==> src/rtl/l2_spi_pkg.sv <==
// Shared L2 SPI definitions: default word width, FSM state type and bit-position helper.
package l2_spi_pkg;

  localparam int unsigned L2_DATA_W = 8;

  typedef enum logic {
    IDLE  = 1'b0,
    SHIFT = 1'b1
  } l2_state_e;

  // Position within the word that the cnt-th serial bit occupies.
  function automatic int unsigned l2_bit_pos(input int unsigned cnt,
                                             input int unsigned data_w,
                                             input bit          lsb_first);
    return lsb_first ? cnt : (data_w - 1 - cnt);
  endfunction

endpackage

==> src/rtl/l2_recv_fifo.sv <==
// Small synchronous FIFO for received words; push while full is accepted only alongside a pop.
module l2_recv_fifo #(
  parameter int unsigned DATA_W = 8,
  parameter int unsigned DEPTH  = 4
) (
  input  logic              clk,
  input  logic              rst,
  input  logic              push_i,
  input  logic [DATA_W-1:0] data_i,
  input  logic              pop_i,
  output logic [DATA_W-1:0] head_o,
  output logic              full_o,
  output logic              empty_o
);

  localparam int unsigned AW = $clog2(DEPTH);

  logic [DATA_W-1:0] mem_q [DEPTH];
  logic [AW-1:0]     wr_ptr_q, rd_ptr_q;
  logic [AW:0]       count_q, count_d;
  logic              wr_en, rd_en;

  assign full_o  = (count_q == (AW+1)'(DEPTH));
  assign empty_o = (count_q == '0);
  assign head_o  = empty_o ? '0 : mem_q[rd_ptr_q];

  // A pop in the same cycle frees the slot a full-FIFO push needs.
  always_comb begin
    wr_en   = push_i & (~full_o | pop_i);
    rd_en   = pop_i & ~empty_o;
    count_d = count_q;
    case ({wr_en, rd_en})
      2'b10:   count_d = count_q + (AW+1)'(1);
      2'b01:   count_d = count_q - (AW+1)'(1);
      default: count_d = count_q;
    endcase
  end

  // Pointer and occupancy registers; pointers wrap naturally at DEPTH.
  always_ff @(posedge clk or posedge rst) begin
    if (rst) begin
      wr_ptr_q <= '0;
      rd_ptr_q <= '0;
      count_q  <= '0;
    end else begin
      if (wr_en) wr_ptr_q <= wr_ptr_q + AW'(1);
      if (rd_en) rd_ptr_q <= rd_ptr_q + AW'(1);
      count_q <= count_d;
    end
  end

  // Storage array; contents are don't-care while empty, head is masked instead.
  always_ff @(posedge clk) begin
    if (wr_en) mem_q[wr_ptr_q] <= data_i;
  end

endmodule

==> src/rtl/l2_recv.sv <==
// L2 SPI receive path: samples strobed serial bits, assembles words, queues them for a consumer.
module l2_recv
  import l2_spi_pkg::*;
#(
  parameter int unsigned DATA_W     = L2_DATA_W,
  parameter int unsigned LSB_FIRST  = 1,
  parameter int unsigned FIFO_DEPTH = 4
) (
  input  logic              clk,
  input  logic              rst,
  input  logic              im_work_en,
  input  logic              im_work_pluse,
  input  logic              im_data,
  output logic [DATA_W-1:0] om_data,
  output logic              om_valid,
  input  logic              im_ready,
  output logic              om_finish,
  output logic              om_overrun,
  output logic              om_frame_err,
  input  logic              im_err_clr
);

  localparam int unsigned CW = $clog2(DATA_W);

  l2_state_e         state_q;
  logic [CW-1:0]     bit_cnt_q;
  logic [DATA_W-1:0] shift_q;
  logic [DATA_W-1:0] word_d;
  logic              finish_q, frame_err_q, overrun_q;
  logic              sample, last_bit, push, pop;
  logic              fifo_full, fifo_empty;

  // Word including the bit sampled this cycle, so the final strobe can push directly.
  always_comb begin
    sample   = (state_q == SHIFT) & im_work_en & im_work_pluse;
    last_bit = (bit_cnt_q == CW'(DATA_W - 1));
    word_d   = shift_q;
    word_d[CW'(l2_bit_pos(32'(bit_cnt_q), DATA_W, LSB_FIRST != 0))] = im_data;
    push     = sample & last_bit;
    pop      = ~fifo_empty & im_ready;
  end

  // Frame FSM: bit assembly, word-complete pulse and partial-word frame error.
  always_ff @(posedge clk or posedge rst) begin
    if (rst) begin
      state_q     <= IDLE;
      bit_cnt_q   <= '0;
      shift_q     <= '0;
      finish_q    <= 1'b0;
      frame_err_q <= 1'b0;
    end else begin
      finish_q    <= push;
      frame_err_q <= 1'b0;
      case (state_q)
        IDLE: begin
          bit_cnt_q <= '0;
          shift_q   <= '0;
          if (im_work_en) state_q <= SHIFT;
        end
        SHIFT: begin
          if (!im_work_en) begin
            state_q     <= IDLE;
            bit_cnt_q   <= '0;
            shift_q     <= '0;
            frame_err_q <= (bit_cnt_q != '0);
          end else if (im_work_pluse) begin
            if (last_bit) begin
              bit_cnt_q <= '0;
              shift_q   <= '0;
            end else begin
              bit_cnt_q <= bit_cnt_q + CW'(1);
              shift_q   <= word_d;
            end
          end
        end
        default: state_q <= IDLE;
      endcase
    end
  end

  // Sticky overrun: a word arrived with no free slot; setting beats clearing.
  always_ff @(posedge clk or posedge rst) begin
    if (rst) begin
      overrun_q <= 1'b0;
    end else if (push & fifo_full & ~pop) begin
      overrun_q <= 1'b1;
    end else if (im_err_clr) begin
      overrun_q <= 1'b0;
    end
  end

  l2_recv_fifo #(
    .DATA_W (DATA_W),
    .DEPTH  (FIFO_DEPTH)
  ) u_fifo (
    .clk     (clk),
    .rst     (rst),
    .push_i  (push),
    .data_i  (word_d),
    .pop_i   (pop),
    .head_o  (om_data),
    .full_o  (fifo_full),
    .empty_o (fifo_empty)
  );

  assign om_valid     = ~fifo_empty;
  assign om_finish    = finish_q;
  assign om_overrun   = overrun_q;
  assign om_frame_err = frame_err_q;

endmodule

==> config.mk <==
export PLATFORM = sky130hd
export DESIGN_NAME = l2_recv
export DESIGN_NICKNAME = d
export VERILOG_FILES = /design/src/rtl/l2_spi_pkg.sv /design/src/rtl/l2_recv_fifo.sv /design/src/rtl/l2_recv.sv
export SDC_FILE = /design/constraint.sdc
export NUM_CORES = 1
export LEC_CHECK = 0
export BUFFER_PORTS_ARGS = -buffer_cell sky130_fd_sc_hd__buf_2
export CORE_ASPECT_RATIO = 1.75
export CORE_MARGIN = 5
export CORE_UTILIZATION = 66
export CTS_BUF_LIST = sky130_fd_sc_hd__clkbuf_4 sky130_fd_sc_hd__clkbuf_8
export CTS_CLUSTER_DIAMETER = 120
export DETAILED_ROUTE_END_ITERATION = 7
export PLACE_DENSITY = 0.86
export SLEW_MARGIN = 10
export SYNTH_ARGS = -nofsm -noshare
export SYNTH_HDL_FRONTEND = slang
export SYNTH_HIERARCHICAL = 1
export SYNTH_SLANG_ARGS = --single-unit
export TNS_END_PERCENT = 10
==> constraint.sdc <==
create_clock -name clk -period 5.66 [get_ports clk]
set_input_delay 0.283 -clock clk [delete_from_list [all_inputs] [get_ports clk]]
set_output_delay 0.283 -clock clk [all_outputs]
set_load 0.1 [all_outputs]
==> impl_metrics.env <==
export IMPL_status="finished clean"
export IMPL_synthesis_instances=189
export IMPL_coreArea_sq_um=3829
export IMPL_path_clk_slew_ns=0.09
export IMPL_drive_gt1_share_pct=24.39
export IMPL_skew_ns=0.005259
export IMPL_clock_path_buffers=2
export IMPL_critPathMaxFanout=20
export IMPL_post_cts_resize_count=0
export IMPL_critPathRequiredTime_ns=5.86
export IMPL_wl_per_cell_microns=17.87
export IMPL_cp_end_kind="flop"
export IMPL_synth_area_sq_um=2582
export IMPL_crit_arrival_ns=3.00
export IMPL_p_int_uw=672.3
export IMPL_finalCritPeriodShare_pct=49.53
export IMPL_vias_per_cell=5.866
export IMPL_regArea_sq_um=1511
export IMPL_max_freq_mhz=356.7
export IMPL_timing_rr_start="bit_cnt_q[0]"
export IMPL_min_period_ns=2.804
export IMPL_grt_max_degree=21
export IMPL_route_detailed_drc=0
export IMPL_maxSlewViolCount=0
export IMPL_hold_violations=0
export IMPL_rows=30
export IMPL_mostFrequentLayoutCells="edfxtp_1, dfrtp_1, buf_2"
export IMPL_pwr_share_clk_pct=19.0
export IMPL_final_nets=220
export IMPL_diodes=0
export IMPL_seq_power_share_pct=40.7
export IMPL_numCtsBuffers=5
export IMPL_power_switching_uw=509.7
export IMPL_area_growth_pct=7.994
export IMPL_dpl_cell_area_sq_um=2679
export IMPL_syn_mean_instance_area_sq_um=13.66
export IMPL_criticalPathCategory="reg -> reg"
export IMPL_cts_tree="done"
export IMPL_final_cells=253
export IMPL_grt_pass1_vias=1598
export IMPL_synth_seq_cells=54
export IMPL_multi_input_area_sq_um=964.7
export IMPL_relSlewSlack_pct=59.56
export IMPL_vias=1484
export IMPL_fill_cells=252
export IMPL_postCtsSetupBuffers=0
export IMPL_routed_wl_microns=4522
export IMPL_drt_iter0_markers=37
export IMPL_p_sw_share_pct=43.12
export IMPL_min_from="im_work_en"
export IMPL_ys_types=41
export IMPL_yosysWarnings=6
export IMPL_io_pins=19
export IMPL_finalSetupTns_ns=0
export IMPL_start_util_pct=67.45
export IMPL_antenna_left=0
export IMPL_die_area_sq_um=5313
export IMPL_yosys_area_top_type="edfxtp_1"
export IMPL_hpwl_microns=3305
export IMPL_place_gp_congestion=0.8299
export IMPL_synth_top_cells_by_area="edfxtp_1, dfrtp_1, mux4_2, ha_1, and2_1"
export IMPL_first_pass_iters=4
export IMPL_fin_area_sq_um=2789
export IMPL_yosysSeqAreaShare_pct=58.53
export IMPL_clock_latency_ns=0.30
export IMPL_dp_cells=244
export IMPL_yosysTopAreaCellShare_pct=37.21
export IMPL_grt_use_total_pct=19.33
export IMPL_layout_commonest_cell="edfxtp_1"
export IMPL_ir_drop_v=0.0003648
export IMPL_grt_overflow_total=0
export IMPL_worst_pin_slew_ns=0.6059
export IMPL_syn_num_nets=205
export IMPL_p_leak_uw=0.001129
export IMPL_combPwrFrac_pct=40.3
export IMPL_htree_levels=2
export IMPL_startpoint_type="flop"
export IMPL_cts_hold_buf=1
export IMPL_rsz0062_at_grt="no"
export IMPL_fp_dieH_microns=92.75
export IMPL_cts_root_buffer="clkbuf_8"
export IMPL_p_per_area_nw_per_um2=423.8
export IMPL_maxCapViolations=0
export IMPL_cts_sinks=54
export IMPL_finalSetupViolCount=0
export IMPL_portBuffers=18
export IMPL_die_width_microns=57.29
export IMPL_grt_pass1_wl_microns=7672
export IMPL_hold_class="in -> reg"
export IMPL_antenna_found_initial=0
export IMPL_critPathLaunch="bit_cnt_q[0]"
==> power by group through the flow <==
| stage | sequential, uW | combinational (uW) | clock, uW |
|---|---|---|---|
| 3_5_place_dp | 492 | 479 | 0 |
| 6_report | 481 | 476 | 225 |
| 2_1_floorplan | 454 | 450 | 0 |
| 5_1_grt | 490 | 504 | 250 |
| 4_1_cts | 483 | 480 | 231 |
| 3_3_place_gp | 488 | 470 | 0 |
==> final cells by class <==
cell class / instances / share of cell area (%)
clock buffer: 7 / 3.454
clock inverter: 1 / 0.1346
inverter: 14 / 1.884
multi-input combinational: 110 / 34.59
sequential: 54 / 54.19
tap: 48 / 2.153
timing repair buffer: 19 / 3.589
==> cells in the mapped netlist, drive strengths merged <==
cell and number:
nand2 12, and3b 2, mux4 8, nand4bb 1
buf 9, or3 1, nand4b 1, nand2b 3
nand3 8, nor3b 3, nand3b 1, edfxtp 32
xnor2 3, mux2i 4, inv 14, a21oi 7
or3b 2, o21a 1, a31oi 1, clkbuf 2
xor2 3, dfrtp 22, nor3 1, ha 8
fa 1, nand4 2, mux2 8, and2 13
nor2 7, o41ai 1, or4b 1, o311ai 4
nor2b 3
==> cells by family after synthesis <==
kind of cell,share of synthesized area (%)
and+or+nand+nor,14.34
AOI/OAI and AO/OA,4.167
adders and majority gates,4.651
muxes,12.16
DFF,58.53
xor gates and xnor gates,2.035
buffers and inverters,4.118
==> metrics by stage <==
stage / setup WS [ns] / util (%) / hold slack, ns / total power [uW]
after floorplan: 3.155 / - / 0.08640 / 904.0
after global placement: 3.051 / 69.97 / 0.2188 / 958.1
after detailed placement: 2.905 / 69.97 / 0.2383 / 970.1
after CTS: 2.884 / 72.84 / 0.09843 / 1194
after global routing: 2.646 / 72.84 / 0.1055 / 1244
final: 2.856 / 72.84 / 0.1110 / 1182
==> worst paths after layout <==
path | endpoint | slack, ns | cells after the start
min in group asynchronous | u_fifo/count_q[0] | 0.46 | 3
min | state_q | 0.11 | 1
max in group asynchronous | bit_cnt_q[1] | 4.66 | 3
max reg2reg | u_fifo/count_q[2] | 2.86 | 12
min reg2reg | u_fifo/count_q[2] | 0.49 | 1
max | u_fifo/count_q[2] | 2.86 | 12
==> worst max-delay path, stage by stage (launching register included) <==
cell and delay [ns]:
dfrtp_1 0.72, ha_1 0.26, ha_1 0.23, nand2_2 0.16, nor2_1 0.24, o21a_4 0.21, inv_1 0.05, ha_1 0.22
inv_1 0.07, fa_1 0.18, xor2_1 0.15, nor2_1 0.06, xor2_1 0.13
==> per-layer routing <==
metal | GRT usage [%] | up-vias | share of wire (%)
met1 | 21.49 | 748 | 37
met4 | 7.544 | 0 | 2.1
li1 | - | 703 | -
met2 | 35.59 | 24 | 58
met3 | 3.347 | 9 | 3.2
met5 | 0 | - | 0
==> registers in the layout, summed over array words and instances (netlist names), 2 cells and up <==
register         cells
bit_cnt_q            3
shift_q              8
u_fifo/count_q       3
u_fifo/mem_q        32
u_fifo/rd_ptr_q      2
u_fifo/wr_ptr_q      2
Note: power is estimated with default switching activity, not from simulation.
